File: src/rtl/mem_arbiter_if.sv
// mem_arbiter_if: requester, memory and control bundle for the unified-memory arbiter.
//   slave : arbiter side (takes requests, drives memory and completion/stall)
//   master: core/memory side (drives requests, memory read data and hlt)
interface mem_arbiter_if #(
  parameter int ADDR_W = 32,
  parameter int DATA_W = 32
);
  logic              if_req;
  logic [ADDR_W-1:0] if_addr;
  logic [DATA_W-1:0] if_rdata;
  logic              if_ready;
  logic              dm_req;
  logic              dm_we;
  logic [ADDR_W-1:0] dm_addr;
  logic [DATA_W-1:0] dm_wdata;
  logic [2:0]        dm_wcontrol;
  logic [DATA_W-1:0] dm_rdata;
  logic              dm_ready;
  logic              hlt;
  logic              mem_en;
  logic              mem_we;
  logic [ADDR_W-1:0] mem_addr;
  logic [DATA_W-1:0] mem_wdata;
  logic [2:0]        mem_wcontrol;
  logic [DATA_W-1:0] mem_rdata;
  logic              stall;
  logic              halted;
  modport slave (
    input  if_req, if_addr, dm_req, dm_we, dm_addr, dm_wdata, dm_wcontrol, hlt, mem_rdata,
    output if_rdata, if_ready, dm_rdata, dm_ready, mem_en, mem_we, mem_addr, mem_wdata,
           mem_wcontrol, stall, halted
  );
  modport master (
    output if_req, if_addr, dm_req, dm_we, dm_addr, dm_wdata, dm_wcontrol, hlt, mem_rdata,
    input  if_rdata, if_ready, dm_rdata, dm_ready, mem_en, mem_we, mem_addr, mem_wdata,
           mem_wcontrol, stall, halted
  );
endinterface

File: src/rtl/mem_arbiter.sv
// mem_arbiter: round-robin sequencer for a single-port memory shared by fetch (IF) and load/store (DM).
//   clk/rst : clock, synchronous active-high reset
//   bus     : requests in, registered rdata/ready pulses out, mem_* access port, stall/halted out
module mem_arbiter #(
  parameter int ADDR_W  = 32,
  parameter int DATA_W  = 32,
  parameter int MEM_LAT = 2
) (
  input logic           clk,
  input logic           rst,
  mem_arbiter_if.slave  bus
);
  localparam int CW = $clog2(MEM_LAT + 1);
  localparam logic [1:0] IDLE = 2'd0, IF_ACC = 2'd1, DM_ACC = 2'd2, HALTED = 2'd3;
  localparam logic [2:0] NO_WR = 3'd7;
  logic [1:0]        state_q, state_d;
  logic [CW-1:0]     cnt_q, cnt_d;
  logic              last_dm_q, last_dm_d;
  logic              if_ready_q, if_ready_d, dm_ready_q, dm_ready_d;
  logic [DATA_W-1:0] if_rdata_q, if_rdata_d, dm_rdata_q, dm_rdata_d;
  logic              mem_en_q, mem_en_d, mem_we_q, mem_we_d;
  logic [ADDR_W-1:0] mem_addr_q, mem_addr_d;
  logic [DATA_W-1:0] mem_wdata_q, mem_wdata_d;
  logic [2:0]        mem_wcontrol_q, mem_wcontrol_d;
  logic              if_v, dm_v, pick_dm, last_cyc, halted;
  // a port whose ready is showing is masked so its still-high req cannot re-launch the same access
  assign if_v     = bus.if_req & ~if_ready_q;
  assign dm_v     = bus.dm_req & ~dm_ready_q;
  assign pick_dm  = dm_v & (~if_v | ~last_dm_q);
  assign last_cyc = cnt_q == CW'(MEM_LAT - 1);
  assign halted   = state_q == HALTED;
  always_comb begin
    state_d        = state_q;
    cnt_d          = cnt_q;
    last_dm_d      = last_dm_q;
    if_ready_d     = 1'b0;
    dm_ready_d     = 1'b0;
    if_rdata_d     = if_rdata_q;
    dm_rdata_d     = dm_rdata_q;
    mem_en_d       = mem_en_q;
    mem_we_d       = mem_we_q;
    mem_addr_d     = mem_addr_q;
    mem_wdata_d    = mem_wdata_q;
    mem_wcontrol_d = mem_wcontrol_q;
    case (state_q)
      IDLE: begin
        if (bus.hlt) state_d = HALTED;
        else if (if_v | dm_v) begin
          state_d        = pick_dm ? DM_ACC : IF_ACC;
          cnt_d          = '0;
          last_dm_d      = pick_dm;
          mem_en_d       = 1'b1;
          mem_we_d       = pick_dm & bus.dm_we;
          mem_addr_d     = pick_dm ? bus.dm_addr : bus.if_addr;
          mem_wdata_d    = pick_dm ? bus.dm_wdata : '0;
          mem_wcontrol_d = pick_dm ? bus.dm_wcontrol : NO_WR;
        end
      end
      IF_ACC, DM_ACC: begin
        cnt_d = cnt_q + CW'(1);
        if (last_cyc) begin
          if_ready_d     = state_q == IF_ACC;
          dm_ready_d     = state_q == DM_ACC;
          if_rdata_d     = state_q == IF_ACC ? bus.mem_rdata : if_rdata_q;
          dm_rdata_d     = (state_q == DM_ACC && !mem_we_q) ? bus.mem_rdata : dm_rdata_q;
          mem_en_d       = 1'b0;
          mem_we_d       = 1'b0;
          mem_wcontrol_d = NO_WR;
          state_d        = bus.hlt ? HALTED : IDLE;
        end
      end
      default: ;
    endcase
  end
  always_ff @(posedge clk) begin
    if (rst) begin
      state_q        <= IDLE;
      cnt_q          <= '0;
      last_dm_q      <= 1'b0;
      if_ready_q     <= 1'b0;
      dm_ready_q     <= 1'b0;
      if_rdata_q     <= '0;
      dm_rdata_q     <= '0;
      mem_en_q       <= 1'b0;
      mem_we_q       <= 1'b0;
      mem_addr_q     <= '0;
      mem_wdata_q    <= '0;
      mem_wcontrol_q <= NO_WR;
    end else begin
      state_q        <= state_d;
      cnt_q          <= cnt_d;
      last_dm_q      <= last_dm_d;
      if_ready_q     <= if_ready_d;
      dm_ready_q     <= dm_ready_d;
      if_rdata_q     <= if_rdata_d;
      dm_rdata_q     <= dm_rdata_d;
      mem_en_q       <= mem_en_d;
      mem_we_q       <= mem_we_d;
      mem_addr_q     <= mem_addr_d;
      mem_wdata_q    <= mem_wdata_d;
      mem_wcontrol_q <= mem_wcontrol_d;
    end
  end
  assign bus.if_rdata     = if_rdata_q;
  assign bus.if_ready     = if_ready_q;
  assign bus.dm_rdata     = dm_rdata_q;
  assign bus.dm_ready     = dm_ready_q;
  assign bus.mem_en       = mem_en_q;
  assign bus.mem_we       = mem_we_q;
  assign bus.mem_addr     = mem_addr_q;
  assign bus.mem_wdata    = mem_wdata_q;
  assign bus.mem_wcontrol = mem_wcontrol_q;
  assign bus.halted       = halted;
  assign bus.stall        = ~halted & ((bus.if_req & ~if_ready_q) | (bus.dm_req & ~dm_ready_q));
endmodule

File: src/flat_wrapper.sv
// flat-port wrapper written by rule: the top's interface ports become plain ports
module mem_arbiter_flat 
#(
  parameter int ADDR_W  = 32,
  parameter int DATA_W  = 32,
  parameter int MEM_LAT = 2
)
  (clk, rst, bus_if_req, bus_if_addr, bus_dm_req, bus_dm_we, bus_dm_addr, bus_dm_wdata, bus_dm_wcontrol, bus_hlt, bus_mem_rdata, bus_if_rdata, bus_if_ready, bus_dm_rdata, bus_dm_ready, bus_mem_en, bus_mem_we, bus_mem_addr, bus_mem_wdata, bus_mem_wcontrol, bus_stall, bus_halted);
  mem_arbiter_if #(.ADDR_W(ADDR_W), .DATA_W(DATA_W)) bus_i ();
  input logic clk;
  input logic rst;
  input wire logic [$bits(bus_i.if_req)-1:0] bus_if_req;
  input wire logic [$bits(bus_i.if_addr)-1:0] bus_if_addr;
  input wire logic [$bits(bus_i.dm_req)-1:0] bus_dm_req;
  input wire logic [$bits(bus_i.dm_we)-1:0] bus_dm_we;
  input wire logic [$bits(bus_i.dm_addr)-1:0] bus_dm_addr;
  input wire logic [$bits(bus_i.dm_wdata)-1:0] bus_dm_wdata;
  input wire logic [$bits(bus_i.dm_wcontrol)-1:0] bus_dm_wcontrol;
  input wire logic [$bits(bus_i.hlt)-1:0] bus_hlt;
  input wire logic [$bits(bus_i.mem_rdata)-1:0] bus_mem_rdata;
  output wire logic [$bits(bus_i.if_rdata)-1:0] bus_if_rdata;
  output wire logic [$bits(bus_i.if_ready)-1:0] bus_if_ready;
  output wire logic [$bits(bus_i.dm_rdata)-1:0] bus_dm_rdata;
  output wire logic [$bits(bus_i.dm_ready)-1:0] bus_dm_ready;
  output wire logic [$bits(bus_i.mem_en)-1:0] bus_mem_en;
  output wire logic [$bits(bus_i.mem_we)-1:0] bus_mem_we;
  output wire logic [$bits(bus_i.mem_addr)-1:0] bus_mem_addr;
  output wire logic [$bits(bus_i.mem_wdata)-1:0] bus_mem_wdata;
  output wire logic [$bits(bus_i.mem_wcontrol)-1:0] bus_mem_wcontrol;
  output wire logic [$bits(bus_i.stall)-1:0] bus_stall;
  output wire logic [$bits(bus_i.halted)-1:0] bus_halted;
  assign bus_i.if_req = bus_if_req;
  assign bus_i.if_addr = bus_if_addr;
  assign bus_i.dm_req = bus_dm_req;
  assign bus_i.dm_we = bus_dm_we;
  assign bus_i.dm_addr = bus_dm_addr;
  assign bus_i.dm_wdata = bus_dm_wdata;
  assign bus_i.dm_wcontrol = bus_dm_wcontrol;
  assign bus_i.hlt = bus_hlt;
  assign bus_i.mem_rdata = bus_mem_rdata;
  assign bus_if_rdata = bus_i.if_rdata;
  assign bus_if_ready = bus_i.if_ready;
  assign bus_dm_rdata = bus_i.dm_rdata;
  assign bus_dm_ready = bus_i.dm_ready;
  assign bus_mem_en = bus_i.mem_en;
  assign bus_mem_we = bus_i.mem_we;
  assign bus_mem_addr = bus_i.mem_addr;
  assign bus_mem_wdata = bus_i.mem_wdata;
  assign bus_mem_wcontrol = bus_i.mem_wcontrol;
  assign bus_stall = bus_i.stall;
  assign bus_halted = bus_i.halted;
  mem_arbiter #(.ADDR_W(ADDR_W), .DATA_W(DATA_W), .MEM_LAT(MEM_LAT)) u_core (.clk(clk), .rst(rst), .bus(bus_i));
endmodule
File: config.mk
export PLATFORM = sky130hd
export DESIGN_NAME = mem_arbiter_flat
export DESIGN_NICKNAME = d
export VERILOG_FILES = /design/src/rtl/mem_arbiter_if.sv /design/src/rtl/mem_arbiter.sv /design/src/flat_wrapper.sv
export SDC_FILE = /design/constraint.sdc
export NUM_CORES = 1
export LEC_CHECK = 0
export ABC_CLOCK_PERIOD_IN_PS = 2740
export BUFFER_PORTS_ARGS = -buffer_cell sky130_fd_sc_hd__clkbuf_2
export CAP_MARGIN = 20
export CORE_MARGIN = 1.5
export CORE_UTILIZATION = 30
export DETAILED_ROUTE_END_ITERATION = 8
export PLACE_DENSITY = 0.66
export SLEW_MARGIN = 20
export SYNTH_ARGS = -nofsm -noshare
export SYNTH_HDL_FRONTEND = slang
export SYNTH_SLANG_ARGS = --single-unit
File: constraint.sdc
create_clock -name clk -period 2.74 [get_ports clk]
set_clock_uncertainty 0.2 [all_clocks]
set_input_delay 0.411 -clock clk [delete_from_list [all_inputs] [get_ports clk]]
set_output_delay 0.411 -clock clk [all_outputs]
set_load 0.02 [all_outputs]
== Word-level counts from Yosys, hierarchy flattened ==
Index checks and enable logic that the tools add are counted.
Cells by class
  bitwise operators: 15
  reductions and logical operators: 12
  mux-type cells: 23
  equality and inequality tests: 8
  add/sub/neg operators: 1
Operators with widths (count)
  32-bit two-way mux: 2
  3-bit AND reduction: 5
  2-bit two-way mux: 7
  3-bit two-way mux: 4
  1-bit inverter: 8
  2-bit one-hot mux with 2 select lines: 2
  3-bit one-hot mux with 2 select lines: 1
  1-bit bitwise AND: 5
  1-bit two-way mux: 5
  2-bit by 1-bit == test with 1-bit output, second input constant: 2
  2-bit == test, second input constant: 2
  2-bit by 1-bit inequality test with 1-bit output, second input constant: 2
  1-bit one-hot mux with 2 select lines: 2
  4-bit AND reduction: 1
  3-bit by 2-bit inequality test with 1-bit output, second input constant: 1
  3-bit OR reduction: 1
  2-bit by 1-bit adder with 2-bit output, second input constant: 1
  2-bit zero test: 1
  2-bit inequality test, second input constant: 1
  1-bit bitwise OR: 2
  2-bit nonzero test: 1
  2-bit OR reduction: 1
  1-bit logical AND: 1
  1-bit zero test: 1
Word-level totals
  word-level logic and storage cells: 71
  input port bits: 137
  register bits: 140

== Longest topological paths before layout ==
Gate-level depths: netlist of run 1.
  depth after elaboration: 9
  mapped depth: 8
  mapped depth without buffers: 6

== Least setup slack after synthesis of run 1 ==
Ideal clock, no wire load.
  path kind: reg2reg
  start: register u_core.state_q[0]
  end: register u_core.mem_we_q, in the netlist u_core.bus.mem_we
  arrival time: 1.607 ns
  setup slack: 0.862 ns
  required time: 2.468 ns
  setup time: 0.072 ns
  stages on the path, launching flop included: 6
  clock period less this slack: 1.878 ns
  path through: dfxtp_1 inv_1 ha_1 clkbuf_1 or4b_1 mux2i_1
On the way
  longest elaborated chain between the ends: 4
  elaborated cells between the ends (all ways): 10
  those cells by class: eq/ne (5); mux (1); reduce/logical (4)
RTL lines
  from (decl): RTL line mem_arbiter.sv:16  | logic [1:0] state_q, state_d;
  from (signal assigned): RTL line mem_arbiter.sv:90  | state_q <= state_d;
  2-bit == test / 2-bit by 1-bit == test with 1-bit output (equally long branches): RTL line mem_arbiter.sv:45  | case (state_q)
  2-bit OR reduction: RTL line mem_arbiter.sv:45
  2-bit by 1-bit inequality test with 1-bit output (no line) / 2-bit nonzero test (equally long branches)
  4-bit AND reduction (no line)
  to (signal assigned): RTL line mem_arbiter.sv:98  | mem_we_q <= mem_we_d;
  to (decl): RTL line mem_arbiter.sv:21  | logic mem_en_q, mem_en_d, mem_we_q, mem_we_d;
Several ways; a longest one is shown, not always the timed one.
A chain may end at the register's enable or synchronous reset.

== Final worst setup path of run 1 ==
  start: register u_core.dm_ready_q, in the netlist u_core.bus.dm_ready
  end: output bus_stall
On the way
  longest elaborated chain between the ends: 4
RTL lines
  from (decl): RTL line mem_arbiter.sv:19  | logic if_ready_q, if_ready_d, dm_ready_q, dm_ready_d;
  from (signal assigned): RTL line mem_arbiter.sv:94  | dm_ready_q <= dm_ready_d;
  1-bit inverter: RTL line mem_arbiter.sv:114  | assign bus.stall = ~halted & ((bus.if_req & ~if_ready_q) | (bus.dm_req & ~dm_ready_q));
  1-bit bitwise AND: RTL line mem_arbiter.sv:114
  1-bit bitwise OR: RTL line mem_arbiter.sv:114
  1-bit bitwise AND: RTL line mem_arbiter.sv:114
  to (decl): RTL line flat_wrapper.sv:30  | output wire logic [$bits(bus_i.stall)-1:0] bus_stall;
No other way between the ends.

==> results of run 1 <==
layout make-up:
type,instances,share of cell area
Clock inverter,14,0.0279
Clock buffer,18,0.0567
Inverter,6,0.00291
Tap cell,225,0.0363
Timing Repair Buffer,309,0.222
Sequential cell,140,0.362
Multi-Input combinational cell,395,0.292
worst paths after layout:
| check | to | slack [ns] | depth (start not counted) |
|---|---|---|---|
| worst min-delay path | u_core.bus.mem_wdata[10] | 0.02 | 2 |
| worst min register to register | u_core.bus.if_rdata[26] | 0.25 | 2 |
| worst max register to register | u_core.bus.mem_wdata[20] | 0.67 | 7 |
| worst max-delay path | bus_stall | 0.62 | 4 |
flip-flops by register name, summed over array words and instances, names as in the netlist:
signal and flops:
u_core.bus.mem_wcontrol 3, u_core.last_dm_q 1, u_core.bus.dm_rdata 32, u_core.bus.mem_addr 32
u_core.cnt_q 2, u_core.bus.mem_en 1, u_core.bus.mem_we 1, u_core.state_q 2
u_core.bus.mem_wdata 32, u_core.bus.if_rdata 32, u_core.bus.if_ready 1, u_core.bus.dm_ready 1
through the flow:
| step | power, mW | util |
|---|---|---|
| floorplan | 3.61 | - |
| global route | 7.08 | 0.448 |
| finish | 6.73 | 0.448 |
| CTS | 6.81 | 0.448 |
| global placement | 4.16 | 0.396 |
| detailed placement | 4.18 | 0.396 |
worst reg2reg max path, cell delays in order, from the launching register on:
cell      delay (ns)
dfxtp_1         0.37
inv_1           0.13
ha_1            0.23
nor2b_4         0.20
a21boi_4        0.23
nor2_2          0.04
buf_4           0.26
a22o_1          0.29
power groups by stage:
| stage | combinational (mW) | sequential (mW) | clock [mW] |
|---|---|---|---|
| 3_3_place_gp | 1.66 | 2.50 | 0 |
| 6_report | 1.69 | 2.47 | 2.57 |
| 5_1_grt | 1.85 | 2.50 | 2.72 |
| 4_1_cts | 1.71 | 2.47 | 2.63 |
| 3_5_place_dp | 1.68 | 2.51 | 0 |
| 2_1_floorplan | 0.816 | 2.80 | 0 |
routing by layer:
metal / up-vias / global-route usage / routed length, µm / share of wire
met2: 194 / 0.291 / 7810 / 0.50
met1: 2341 / 0.183 / 6400 / 0.41
met4: 0 / 0.0680 / 329 / 0.021
met3: 19 / 0.0492 / 1110 / 0.071
met5: - / 0 / 0 / 0
li1: 2582 / - / - / -
timing repair:
action | 4_1_cts | 5_1_grt
hold buffers | 24 | 0
setup endpoints to repair | 0 | 0
endpoints found under the hold margin | 24 | 0
cell families after synthesis:
| group | after synthesis | synth area share |
|---|---|---|
| fa+ha+maj | 8 | 0.0189 |
| compound gates | 165 | 0.196 |
| simple gates | 195 | 0.159 |
| mux | 27 | 0.0510 |
| flops | 140 | 0.529 |
| buf+inv | 52 | 0.0467 |
cells in the final DEF, fill, tap and decap left out, types with 8 or more instances in the layout:
master           n
ha_1             8
mux2i_1         27
clkbuf_16       17
o21ai_0         25
nor2_1          16
nand3_1         13
buf_4           10
dlygate4sd3_1   24
clkbuf_2       272
nand2_1        143
dfxtp_1        140
a22o_1          32
a21oi_1         93
==> flow_results.xml, run 1 <==
<?xml version="1.0" encoding="UTF-8"?>
<metrics>
  <group name="worst_setup_path">
    <metric name="critical_path.slowest_cell" unit="">nor2b_2</metric>
    <metric name="start_kind" unit="">flip-flop</metric>
    <metric name="regToRegStartpoint" unit="">u_core.state_q[1]</metric>
    <metric name="critical_path.max_fanout" unit="">6</metric>
    <metric name="crit_path_frequent_cell" unit="">nor2_1</metric>
    <metric name="worst_setup_path_end_kind" unit="">output pin</metric>
    <metric name="critPathArrivalTime" unit="ns">1.51</metric>
    <metric name="crit_chain" unit="">nor2b_2, nor2_1, nor2_1, clkbuf_2</metric>
    <metric name="slowest_delay" unit="ns">0.35</metric>
    <metric name="setup.worst_path.start" unit="">u_core.bus.dm_ready</metric>
    <metric name="cpLargestDelayFamily" unit="">simple AND/OR/NAND/NOR gates</metric>
    <metric name="setup.worst_path.class" unit="">flip-flop to output pin</metric>
    <metric name="cp.buffers_inverters" unit="">1</metric>
    <metric name="cp.required" unit="ns">2.13</metric>
  </group>
  <group name="grt">
    <metric name="grt_first_pass_wirelength" unit="µm">23700</metric>
    <metric name="track_usage" unit="">0.164</metric>
    <metric name="grt_antenna_before_repair" unit="">0</metric>
    <metric name="grt.overflow.total" unit="">0</metric>
    <metric name="grt_max_degree" unit="">72</metric>
    <metric name="vias_in_the_first_global_route" unit="">4772</metric>
  </group>
  <group name="logic_synthesis">
    <metric name="mean_instance_size_in_the_synthesized_netlist" unit="µm²">9.03</metric>
    <metric name="yosys.cell_count.top_type" unit="">nand2_1</metric>
    <metric name="netlist.area_leader.share" unit="">0.529</metric>
    <metric name="postSynthCellCount" unit="">587</metric>
    <metric name="synth.cells.most_frequent" unit="">143 x nand2_1, 140 x dfxtp_1, 93 x a21oi_1</metric>
    <metric name="number_of_synthesized_register_bits" unit="">140</metric>
    <metric name="yosysWarnings" unit="">0</metric>
    <metric name="share_of_async_settable_or_async_resettable_flops_after_synthesis" unit="">0</metric>
    <metric name="ys_types" unit="">35</metric>
    <metric name="dominantRegCellSynth" unit="">dfxtp_1</metric>
    <metric name="yosys-top-cells-area" unit="">dfxtp_1 53%, nand2_1 10%, a21oi_1 8.8%</metric>
    <metric name="post-synth-top-area-cell" unit="">dfxtp_1</metric>
    <metric name="synth_edf_count" unit="">0</metric>
    <metric name="syn_nets" unit="">732</metric>
    <metric name="synth.yosys.seq_area_share" unit="">0.529</metric>
    <metric name="synth.cell_area" unit="µm²">5300</metric>
  </group>
  <group name="power_and_ir_drop">
    <metric name="seq_power_share" unit="">0.367</metric>
    <metric name="ir_drop" unit="mV">0.451</metric>
    <metric name="power.share.combinational" unit="">0.252</metric>
    <metric name="pwr-share-clk" unit="">0.381</metric>
    <metric name="switching_fraction_of_total_power" unit="">0.317</metric>
    <metric name="power_density" unit="nW/µm²">868</metric>
    <metric name="internal-power" unit="mW">4.60</metric>
    <metric name="net-switching-power" unit="mW">2.13</metric>
    <metric name="leakage_power" unit="nW">3.57</metric>
  </group>
  <group name="route">
    <metric name="drc_errors" unit="">0</metric>
    <metric name="post_drt_via_cell_ratio" unit="">4.64</metric>
    <metric name="drt_pre_antenna_iters" unit="">5</metric>
    <metric name="wl_per_cell" unit="µm">14.1</metric>
    <metric name="drt_wl_total" unit="µm">15700</metric>
    <metric name="detail_route.iter0.violations" unit="">210</metric>
    <metric name="postRouteAntennaNets" unit="">0</metric>
    <metric name="num_vias" unit="">5136</metric>
  </group>
  <group name="final_layout">
    <metric name="area_growth" unit="%">46.2</metric>
    <metric name="instances_no_fill" unit="">1107</metric>
    <metric name="regArea" unit="µm²">2800</metric>
    <metric name="final_layout_size_suffix_gt1_frac" unit="">0.375</metric>
    <metric name="n_fill_cell" unit="">1701</metric>
    <metric name="fin_nets" unit="">1014</metric>
    <metric name="final_design_area_no_fill" unit="µm²">7750</metric>
    <metric name="n_antenna_cell" unit="">0</metric>
    <metric name="area_used_by_multi_input_combinational_logic" unit="µm²">2270</metric>
  </group>
  <group name="timing">
    <metric name="final_period_minus_worst_setup_slack" unit="ns">2.12</metric>
    <metric name="fmax" unit="GHz">0.471</metric>
    <metric name="hold_viol" unit="">0</metric>
    <metric name="timing.max_slew.rel_slack" unit="">0.695</metric>
    <metric name="tns" unit="ns">0</metric>
    <metric name="grt_setup_unrepaired" unit="">no</metric>
    <metric name="drv_slew" unit="">0</metric>
    <metric name="worst_hold_slack_across_all_endpoints" unit="ns">0.0216</metric>
    <metric name="worst_pin_slew" unit="ns">0.458</metric>
    <metric name="setup_viol" unit="">0</metric>
    <metric name="postLayoutSetupSlackWorst" unit="ns">0.619</metric>
    <metric name="min_period_over_period" unit="">0.774</metric>
  </group>
  <group name="cts">
    <metric name="cts-resized-gates" unit="">0</metric>
    <metric name="cts_tree" unit="">built</metric>
    <metric name="cts-htree-levels" unit="">4</metric>
    <metric name="clk_latency" unit="ns">0.41</metric>
    <metric name="cts_inserted_buffers" unit="">17</metric>
    <metric name="cts_num_sinks" unit="">140</metric>
    <metric name="path_clk_slew" unit="ns">0.06</metric>
    <metric name="post-cts-setup-buffers" unit="">0</metric>
    <metric name="clockRootBuffer" unit="">clkbuf_16</metric>
    <metric name="clk_path_buf_depth" unit="">2</metric>
  </group>
  <group name="floorplanning">
    <metric name="io-pin-count" unit="">274</metric>
    <metric name="die_area" unit="µm²">18500</metric>
    <metric name="floorplan.initialDensity" unit="">0.306</metric>
    <metric name="core_region_area" unit="µm²">17300</metric>
    <metric name="die-width" unit="µm">136</metric>
    <metric name="num_rows" unit="">48</metric>
    <metric name="die-height" unit="µm">136</metric>
  </group>
  <group name="hold_path">
    <metric name="critical_hold_path_startpoint" unit="">bus_dm_wdata[10]</metric>
    <metric name="hp-class" unit="">input pin to flip-flop</metric>
  </group>
  <group name="placed_design">
    <metric name="place_inst" unit="">1051</metric>
    <metric name="io_buffer_count" unit="">273</metric>
    <metric name="detailed_place.area" unit="µm²">6850</metric>
    <metric name="routability_congestion" unit="">0.745</metric>
    <metric name="hpwlAfterDp" unit="µm">10800</metric>
    <metric name="dp_worst_setup_slack" unit="ns">0.692</metric>
  </group>
  <group name="run">
    <metric name="maxCapViolCount" unit="">0</metric>
  </group>
  <group name="run_status">
    <metric name="outcome" unit="">completed</metric>
  </group>
</metrics>
Note: power is estimated with default switching activity, not from simulation.
==> inputs of run 2 (changes only) <==
--- a/config.mk
+++ b/config.mk
@@ -5,7 +5,7 @@
 export SDC_FILE = /design/constraint.sdc
 export NUM_CORES = 1
 export LEC_CHECK = 0
-export ABC_CLOCK_PERIOD_IN_PS = 2740
+export ABC_CLOCK_PERIOD_IN_PS = 2200
 export BUFFER_PORTS_ARGS = -buffer_cell sky130_fd_sc_hd__clkbuf_2
 export CAP_MARGIN = 20
 export CORE_MARGIN = 1.5
==> constraint.sdc (replaced) <==
create_clock -name clk -period 2.2 [get_ports clk]
set_clock_uncertainty 0.2 [all_clocks]
set_input_delay 0.33 -clock clk [delete_from_list [all_inputs] [get_ports clk]]
set_output_delay 0.33 -clock clk [all_outputs]
set_load 0.02 [all_outputs]
==> flow_results.xml, run 2 (same netlist as run 1, synthesis figures left out) <==
<?xml version="1.0" encoding="UTF-8"?>
<metrics>
  <group name="cts">
    <metric name="path_clk_slew" unit="ns">0.06</metric>
    <metric name="cts_inserted_buffers" unit="">17</metric>
    <metric name="cts-htree-levels" unit="">4</metric>
    <metric name="cts_tree" unit="">built</metric>
    <metric name="cts-resized-gates" unit="">0</metric>
    <metric name="clockRootBuffer" unit="">clkbuf_16</metric>
    <metric name="clk_latency" unit="ns">0.41</metric>
    <metric name="cts_num_sinks" unit="">140</metric>
    <metric name="clk_path_buf_depth" unit="">2</metric>
  </group>
  <group name="grt">
    <metric name="grt_max_degree" unit="">67</metric>
    <metric name="grt.overflow.total" unit="">0</metric>
    <metric name="grt_antenna_before_repair" unit="">1</metric>
    <metric name="track_usage" unit="">0.178</metric>
    <metric name="grt_first_pass_wirelength" unit="µm">25700</metric>
    <metric name="vias_in_the_first_global_route" unit="">5346</metric>
  </group>
  <group name="hold_path">
    <metric name="hold_path_depth" unit="">3</metric>
    <metric name="hp-class" unit="">input pin to flip-flop</metric>
    <metric name="critical_hold_path_startpoint" unit="">bus_if_addr[12]</metric>
    <metric name="min_to" unit="">u_core.bus.mem_addr[12]</metric>
  </group>
  <group name="run">
    <metric name="maxCapViolCount" unit="">0</metric>
  </group>
  <group name="final_layout">
    <metric name="layout.cells.most_common_list" unit="">272 x clkbuf_2, 143 x nand2_1, 140 x dfxtp_1, 94 x dlygate4sd3_1, 93 x a21oi_1</metric>
    <metric name="area_used_by_multi_input_combinational_logic" unit="µm²">2270</metric>
    <metric name="final_layout_size_suffix_gt1_frac" unit="">0.348</metric>
    <metric name="layout.cells.most_common" unit="">clkbuf_2</metric>
    <metric name="n_fill_cell" unit="">1606</metric>
    <metric name="fin_nets" unit="">1088</metric>
    <metric name="final_design_area_no_fill" unit="µm²">8470</metric>
    <metric name="area_growth" unit="%">59.8</metric>
    <metric name="regArea" unit="µm²">2800</metric>
  </group>
  <group name="worst_setup_path">
    <metric name="slowest_delay" unit="ns">0.57</metric>
    <metric name="worst_r2r_endpoint" unit="">u_core.bus.mem_addr[22]</metric>
    <metric name="crit_chain" unit="">nand3b_4, nand2_8, mux2i_1, dlygate4sd3_1, a21oi_1</metric>
    <metric name="worst_setup_path_end_kind" unit="">flip-flop</metric>
    <metric name="reg2reg_setup_slack" unit="ns">0.13</metric>
    <metric name="cp.required" unit="ns">2.30</metric>
    <metric name="critical_path.slowest_cell" unit="">dlygate4sd3_1</metric>
    <metric name="regToRegStartpoint" unit="">u_core.bus.if_ready</metric>
    <metric name="critPathArrivalTime" unit="ns">2.17</metric>
    <metric name="setup.worst_path.class" unit="">flip-flop to flip-flop</metric>
    <metric name="critical_path.max_fanout" unit="">19</metric>
    <metric name="worst-r2r-cell-count" unit="">5</metric>
    <metric name="start_kind" unit="">flip-flop</metric>
  </group>
  <group name="power_and_ir_drop">
    <metric name="net-switching-power" unit="mW">2.67</metric>
    <metric name="power_density" unit="nW/µm²">984</metric>
    <metric name="leakage_power" unit="nW">3.87</metric>
    <metric name="seq_power_share" unit="">0.368</metric>
    <metric name="switching_fraction_of_total_power" unit="">0.321</metric>
    <metric name="ir_drop" unit="mV">0.530</metric>
    <metric name="pwr-share-clk" unit="">0.352</metric>
    <metric name="internal-power" unit="mW">5.67</metric>
    <metric name="power.share.combinational" unit="">0.280</metric>
  </group>
  <group name="placed_design">
    <metric name="routability_congestion" unit="">0.769</metric>
    <metric name="hpwlAfterDp" unit="µm">10800</metric>
    <metric name="io_buffer_count" unit="">273</metric>
    <metric name="detailed_place.area" unit="µm²">6890</metric>
  </group>
  <group name="route">
    <metric name="postRouteAntennaNets" unit="">0</metric>
    <metric name="detail_route.iter0.violations" unit="">192</metric>
    <metric name="drc_errors" unit="">0</metric>
    <metric name="post_drt_via_cell_ratio" unit="">4.67</metric>
    <metric name="num_vias" unit="">5522</metric>
    <metric name="drt_pre_antenna_iters" unit="">7</metric>
    <metric name="drt_wl_total" unit="µm">17100</metric>
    <metric name="wl_per_cell" unit="µm">14.5</metric>
  </group>
  <group name="timing">
    <metric name="timing.max_slew.rel_slack" unit="">0.539</metric>
    <metric name="worst_hold_slack_across_all_endpoints" unit="ns">0.0123</metric>
    <metric name="final_period_minus_worst_setup_slack" unit="ns">2.07</metric>
    <metric name="grt_setup_unrepaired" unit="">no</metric>
    <metric name="hold_viol" unit="">0</metric>
    <metric name="setup_viol" unit="">0</metric>
    <metric name="tns" unit="ns">0</metric>
    <metric name="drv_slew" unit="">0</metric>
    <metric name="worst_pin_slew" unit="ns">0.691</metric>
    <metric name="fmax" unit="GHz">0.483</metric>
    <metric name="min_period_over_period" unit="">0.941</metric>
  </group>
  <group name="floorplanning">
    <metric name="die_area" unit="µm²">18500</metric>
    <metric name="floorplan.initialDensity" unit="">0.306</metric>
    <metric name="core_region_area" unit="µm²">17300</metric>
    <metric name="die-height" unit="µm">136</metric>
    <metric name="io-pin-count" unit="">274</metric>
    <metric name="num_rows" unit="">48</metric>
    <metric name="die-width" unit="µm">136</metric>
  </group>
  <group name="run_status">
    <metric name="outcome" unit="">completed</metric>
  </group>
</metrics>
[run 2: cell count changes in the layout (fill, tap and decap cells not counted), sizes merged]
| cell | before | now |
|---|---|---|
| clkinvlp | 1 | 2 |
| inv | 8 | 6 |
| clkbuf | 290 | 294 |
| dlygate4sd3 | 24 | 94 |
| buf | 13 | 16 |
| bufinv | 5 | 3 |
| diode | 0 | 1 |
[run 2: power groups by stage]
stage          Sequential, mW  Clock, mW  Combinational, mW
6_report                 3.07       2.93               2.34
5_1_grt                  3.11       3.12               2.54
4_1_cts                  3.06       3.01               2.29
3_5_place_dp             3.11          0               2.15
3_3_place_gp             3.10          0               2.13
2_1_floorplan            3.48          0               1.02
[run 2: how the worst max path moves through the flow]
stage                              startpoint                      end  depth (start not counted)
after floorplan             u_core.state_q[0]        u_core.bus.mem_we                          5
after detailed placement    u_core.state_q[1]   u_core.bus.mem_addr[3]                          7
after global placement      u_core.state_q[1]          u_core.cnt_q[0]                          7
after CTS                   u_core.state_q[1]   u_core.bus.mem_addr[8]                          7
after global routing        u_core.state_q[1]  u_core.bus.mem_wdata[9]                          7
final                     u_core.bus.if_ready  u_core.bus.mem_addr[22]                          5
[run 2: cell type report]
cell class / instances / share of cell area
Timing Repair Buffer: 383 / 0.294
Multi-Input combinational cell: 395 / 0.267
Tap cell: 225 / 0.0332
Clock buffer: 21 / 0.0543
Sequential cell: 140 / 0.331
Antenna cell: 1 / 0.000295
Clock inverter: 11 / 0.0168
Inverter: 6 / 0.00266
[run 2: through the flow]
| stage | worst slack [ns] | utilization | power (mW) | instances |
|---|---|---|---|---|
| finish | 0.130 | 0.490 | 8.34 | 1182 |
| global route | 0.0126 | 0.490 | 8.77 | 1182 |
| CTS | 0.151 | 0.488 | 8.36 | 1179 |
| detailed placement | 0.169 | 0.399 | 5.26 | 1053 |
| global placement | 0.230 | 0.399 | 5.23 | 1053 |
| floorplan | 0.322 | - | 4.50 | 587 |
[run 2: worst max-delay path: cells and delay by family (launching register included)]
kind,cells,cell delay (ns)
compound gates,1,0.06
simple gates,2,0.55
flops,1,0.34
mux,1,0.23
buf+inv,1,0.57
[run 2: per-layer routing]
layer,GRT usage,wire [µm],vias up
met3,0.0544,1110,25
met4,0.0686,428,0
met2,0.324,8620,219
li1,-,-,2740
met5,0,0,-
met1,0.191,6950,2538
[run 2: timing repair]
action,in CTS,in global routing
buffers inserted,0,1
hold buffers,94,0
hold endpoints to repair,118,0
setup endpoints to repair,0,3
==> inputs of run 3 (changes only) <==
--- a/config.mk
+++ b/config.mk
@@ -11,7 +11,6 @@
 export CORE_MARGIN = 1.5
 export CORE_UTILIZATION = 30
 export DETAILED_ROUTE_END_ITERATION = 8
-export PLACE_DENSITY = 0.66
 export SLEW_MARGIN = 20
 export SYNTH_ARGS = -nofsm -noshare
 export SYNTH_HDL_FRONTEND = slang
==> flow_results.xml, run 3 (same netlist as run 1, synthesis figures left out) <==
<?xml version="1.0" encoding="UTF-8"?>
<metrics>
  <group name="grt">
    <metric name="track_usage" unit="">0.182</metric>
    <metric name="vias_in_the_first_global_route" unit="">5373</metric>
    <metric name="grt.overflow.total" unit="">0</metric>
    <metric name="grt_first_pass_wirelength" unit="µm">26400</metric>
    <metric name="grt_max_degree" unit="">65</metric>
    <metric name="grt_antenna_before_repair" unit="">0</metric>
  </group>
  <group name="route">
    <metric name="drt_wl_total" unit="µm">17300</metric>
    <metric name="num_vias" unit="">5545</metric>
    <metric name="postRouteAntennaNets" unit="">0</metric>
    <metric name="detail_route.iter0.violations" unit="">182</metric>
    <metric name="post_drt_via_cell_ratio" unit="">4.61</metric>
    <metric name="wl_per_cell" unit="µm">14.4</metric>
    <metric name="drc_errors" unit="">0</metric>
    <metric name="drt_pre_antenna_iters" unit="">6</metric>
  </group>
  <group name="floorplanning">
    <metric name="floorplan.initialDensity" unit="">0.306</metric>
    <metric name="num_rows" unit="">48</metric>
    <metric name="core_region_area" unit="µm²">17300</metric>
    <metric name="io-pin-count" unit="">274</metric>
    <metric name="die-width" unit="µm">136</metric>
    <metric name="die_area" unit="µm²">18500</metric>
    <metric name="die-height" unit="µm">136</metric>
  </group>
  <group name="timing">
    <metric name="fmax" unit="GHz">0.474</metric>
    <metric name="grt_setup_unrepaired" unit="">no</metric>
    <metric name="hold_viol" unit="">0</metric>
    <metric name="timing.max_slew.rel_slack" unit="">0.530</metric>
    <metric name="setup_viol" unit="">0</metric>
    <metric name="min_period_over_period" unit="">0.959</metric>
    <metric name="final_period_minus_worst_setup_slack" unit="ns">2.11</metric>
    <metric name="drv_slew" unit="">0</metric>
    <metric name="tns" unit="ns">0</metric>
    <metric name="worst_pin_slew" unit="ns">0.705</metric>
  </group>
  <group name="power_and_ir_drop">
    <metric name="ir_drop" unit="mV">0.593</metric>
    <metric name="power_density" unit="nW/µm²">951</metric>
    <metric name="leakage_power" unit="nW">3.94</metric>
  </group>
  <group name="cts">
    <metric name="cts-htree-levels" unit="">4</metric>
    <metric name="clk_latency" unit="ns">0.42</metric>
    <metric name="cts_inserted_buffers" unit="">17</metric>
    <metric name="clockRootBuffer" unit="">clkbuf_16</metric>
    <metric name="clk_path_buf_depth" unit="">2</metric>
    <metric name="cts_num_sinks" unit="">140</metric>
    <metric name="cts_tree" unit="">built</metric>
    <metric name="path_clk_slew" unit="ns">0.06</metric>
  </group>
  <group name="hold_path">
    <metric name="hold_path_depth" unit="">3</metric>
    <metric name="hp-class" unit="">input pin to flip-flop</metric>
  </group>
  <group name="run_status">
    <metric name="outcome" unit="">completed</metric>
  </group>
  <group name="final_layout">
    <metric name="fin_nets" unit="">1109</metric>
    <metric name="n_antenna_cell" unit="">0</metric>
    <metric name="final_design_area_no_fill" unit="µm²">8620</metric>
    <metric name="area_growth" unit="%">62.7</metric>
    <metric name="final_layout_size_suffix_gt1_frac" unit="">0.348</metric>
    <metric name="finalCoreUtilization" unit="">0.499</metric>
    <metric name="layout.cells.most_common" unit="">clkbuf_2</metric>
    <metric name="layout.cells.most_common_list" unit="">272 x clkbuf_2, 143 x nand2_1, 140 x dfxtp_1, 111 x dlygate4sd3_1, 93 x a21oi_1</metric>
  </group>
  <group name="worst_setup_path">
    <metric name="slowest_delay" unit="ns">0.58</metric>
    <metric name="critPathArrivalTime" unit="ns">2.21</metric>
    <metric name="cp.required" unit="ns">2.30</metric>
    <metric name="start_kind" unit="">flip-flop</metric>
    <metric name="critical_path.slowest_cell" unit="">dlygate4sd3_1</metric>
    <metric name="critical_path.max_fanout" unit="">32</metric>
    <metric name="worst-r2r-cell-count" unit="">6</metric>
    <metric name="setup.worst_path.class" unit="">flip-flop to flip-flop</metric>
    <metric name="crit_chain" unit="">nand3b_4, nand2_8, buf_12, mux2i_1, dlygate4sd3_1, a21oi_1</metric>
    <metric name="worst_setup_path_end_kind" unit="">flip-flop</metric>
  </group>
  <group name="placed_design">
    <metric name="routability_congestion" unit="">0.755</metric>
    <metric name="hpwlAfterDp" unit="µm">11100</metric>
    <metric name="detailed_place.area" unit="µm²">6900</metric>
    <metric name="io_buffer_count" unit="">273</metric>
  </group>
  <group name="run">
    <metric name="maxCapViolCount" unit="">0</metric>
  </group>
</metrics>
-- run 3: layout make-up --
cell class / instances / area [µm²]
clock buffers: 17 / 425
clock inverters: 15 / 140
fillers: 1639 / 8670
inverters: 6 / 22.5
multi-input cells: 395 / 2270
flip-flops and latches: 140 / 2800
well taps: 225 / 282
repair buffers: 404 / 2680
-- run 3: what timing repair did --
| action | CTS | global route |
|---|---|---|
| hold endpoints to repair | 124 | 0 |
| gates resized for setup | 0 | 1 |
| setup endpoints to repair | 0 | 19 |
| buffers inserted | 0 | 3 |
| hold buffers | 111 | 0 |
-- run 3: worst paths after layout --
kind                      startpoint                      end  slack (ns)
max              u_core.bus.if_ready  u_core.bus.mem_addr[21]        0.09
min                  bus_dm_addr[10]  u_core.bus.mem_addr[10]        0.01
max reg2reg      u_core.bus.if_ready  u_core.bus.mem_addr[21]        0.09
min reg2reg  u_core.bus.dm_rdata[26]  u_core.bus.dm_rdata[26]        0.25
-- run 3: per-stage QoR --
step	cells	total power, mW	worst slack, ns	hold WS (ns)
after floorplan	587	4.50	0.322	0.232
after detailed placement	1055	5.28	0.151	0.247
after global routing	1202	8.66	0.00517	0.00893
after CTS	1198	8.23	0.0355	0.000111
after global placement	1055	5.25	0.196	0.242
final	1202	8.20	0.0898	0.0115
-- run 3: where the power goes --
part,internal (mW),switching [mW],leakage (nW)
clock network,1.57,1.18,0.272
registers,2.88,0.190,1.14
logic,0.977,1.41,2.53
-- run 3: layer usage --
| metal | vias to the layer above | track usage | wire, µm |
|---|---|---|---|
| li1 | 2778 | - | - |
| met1 | 2542 | 0.199 | 7020 |
| met2 | 201 | 0.332 | 8850 |
| met3 | 24 | 0.0511 | 1040 |
| met4 | 0 | 0.0733 | 376 |
| met5 | - | 0 | 0 |
-- run 3: critical path: cells and delay by family, from the launching register on --
kind | cells | cell delay [ns]
flip-flops | 1 | 0.34
AND/OR/NAND/NOR | 2 | 0.33
multiplexers | 1 | 0.24
AO/OA/AOI/OAI | 1 | 0.07
buffers and inverters | 2 | 0.80
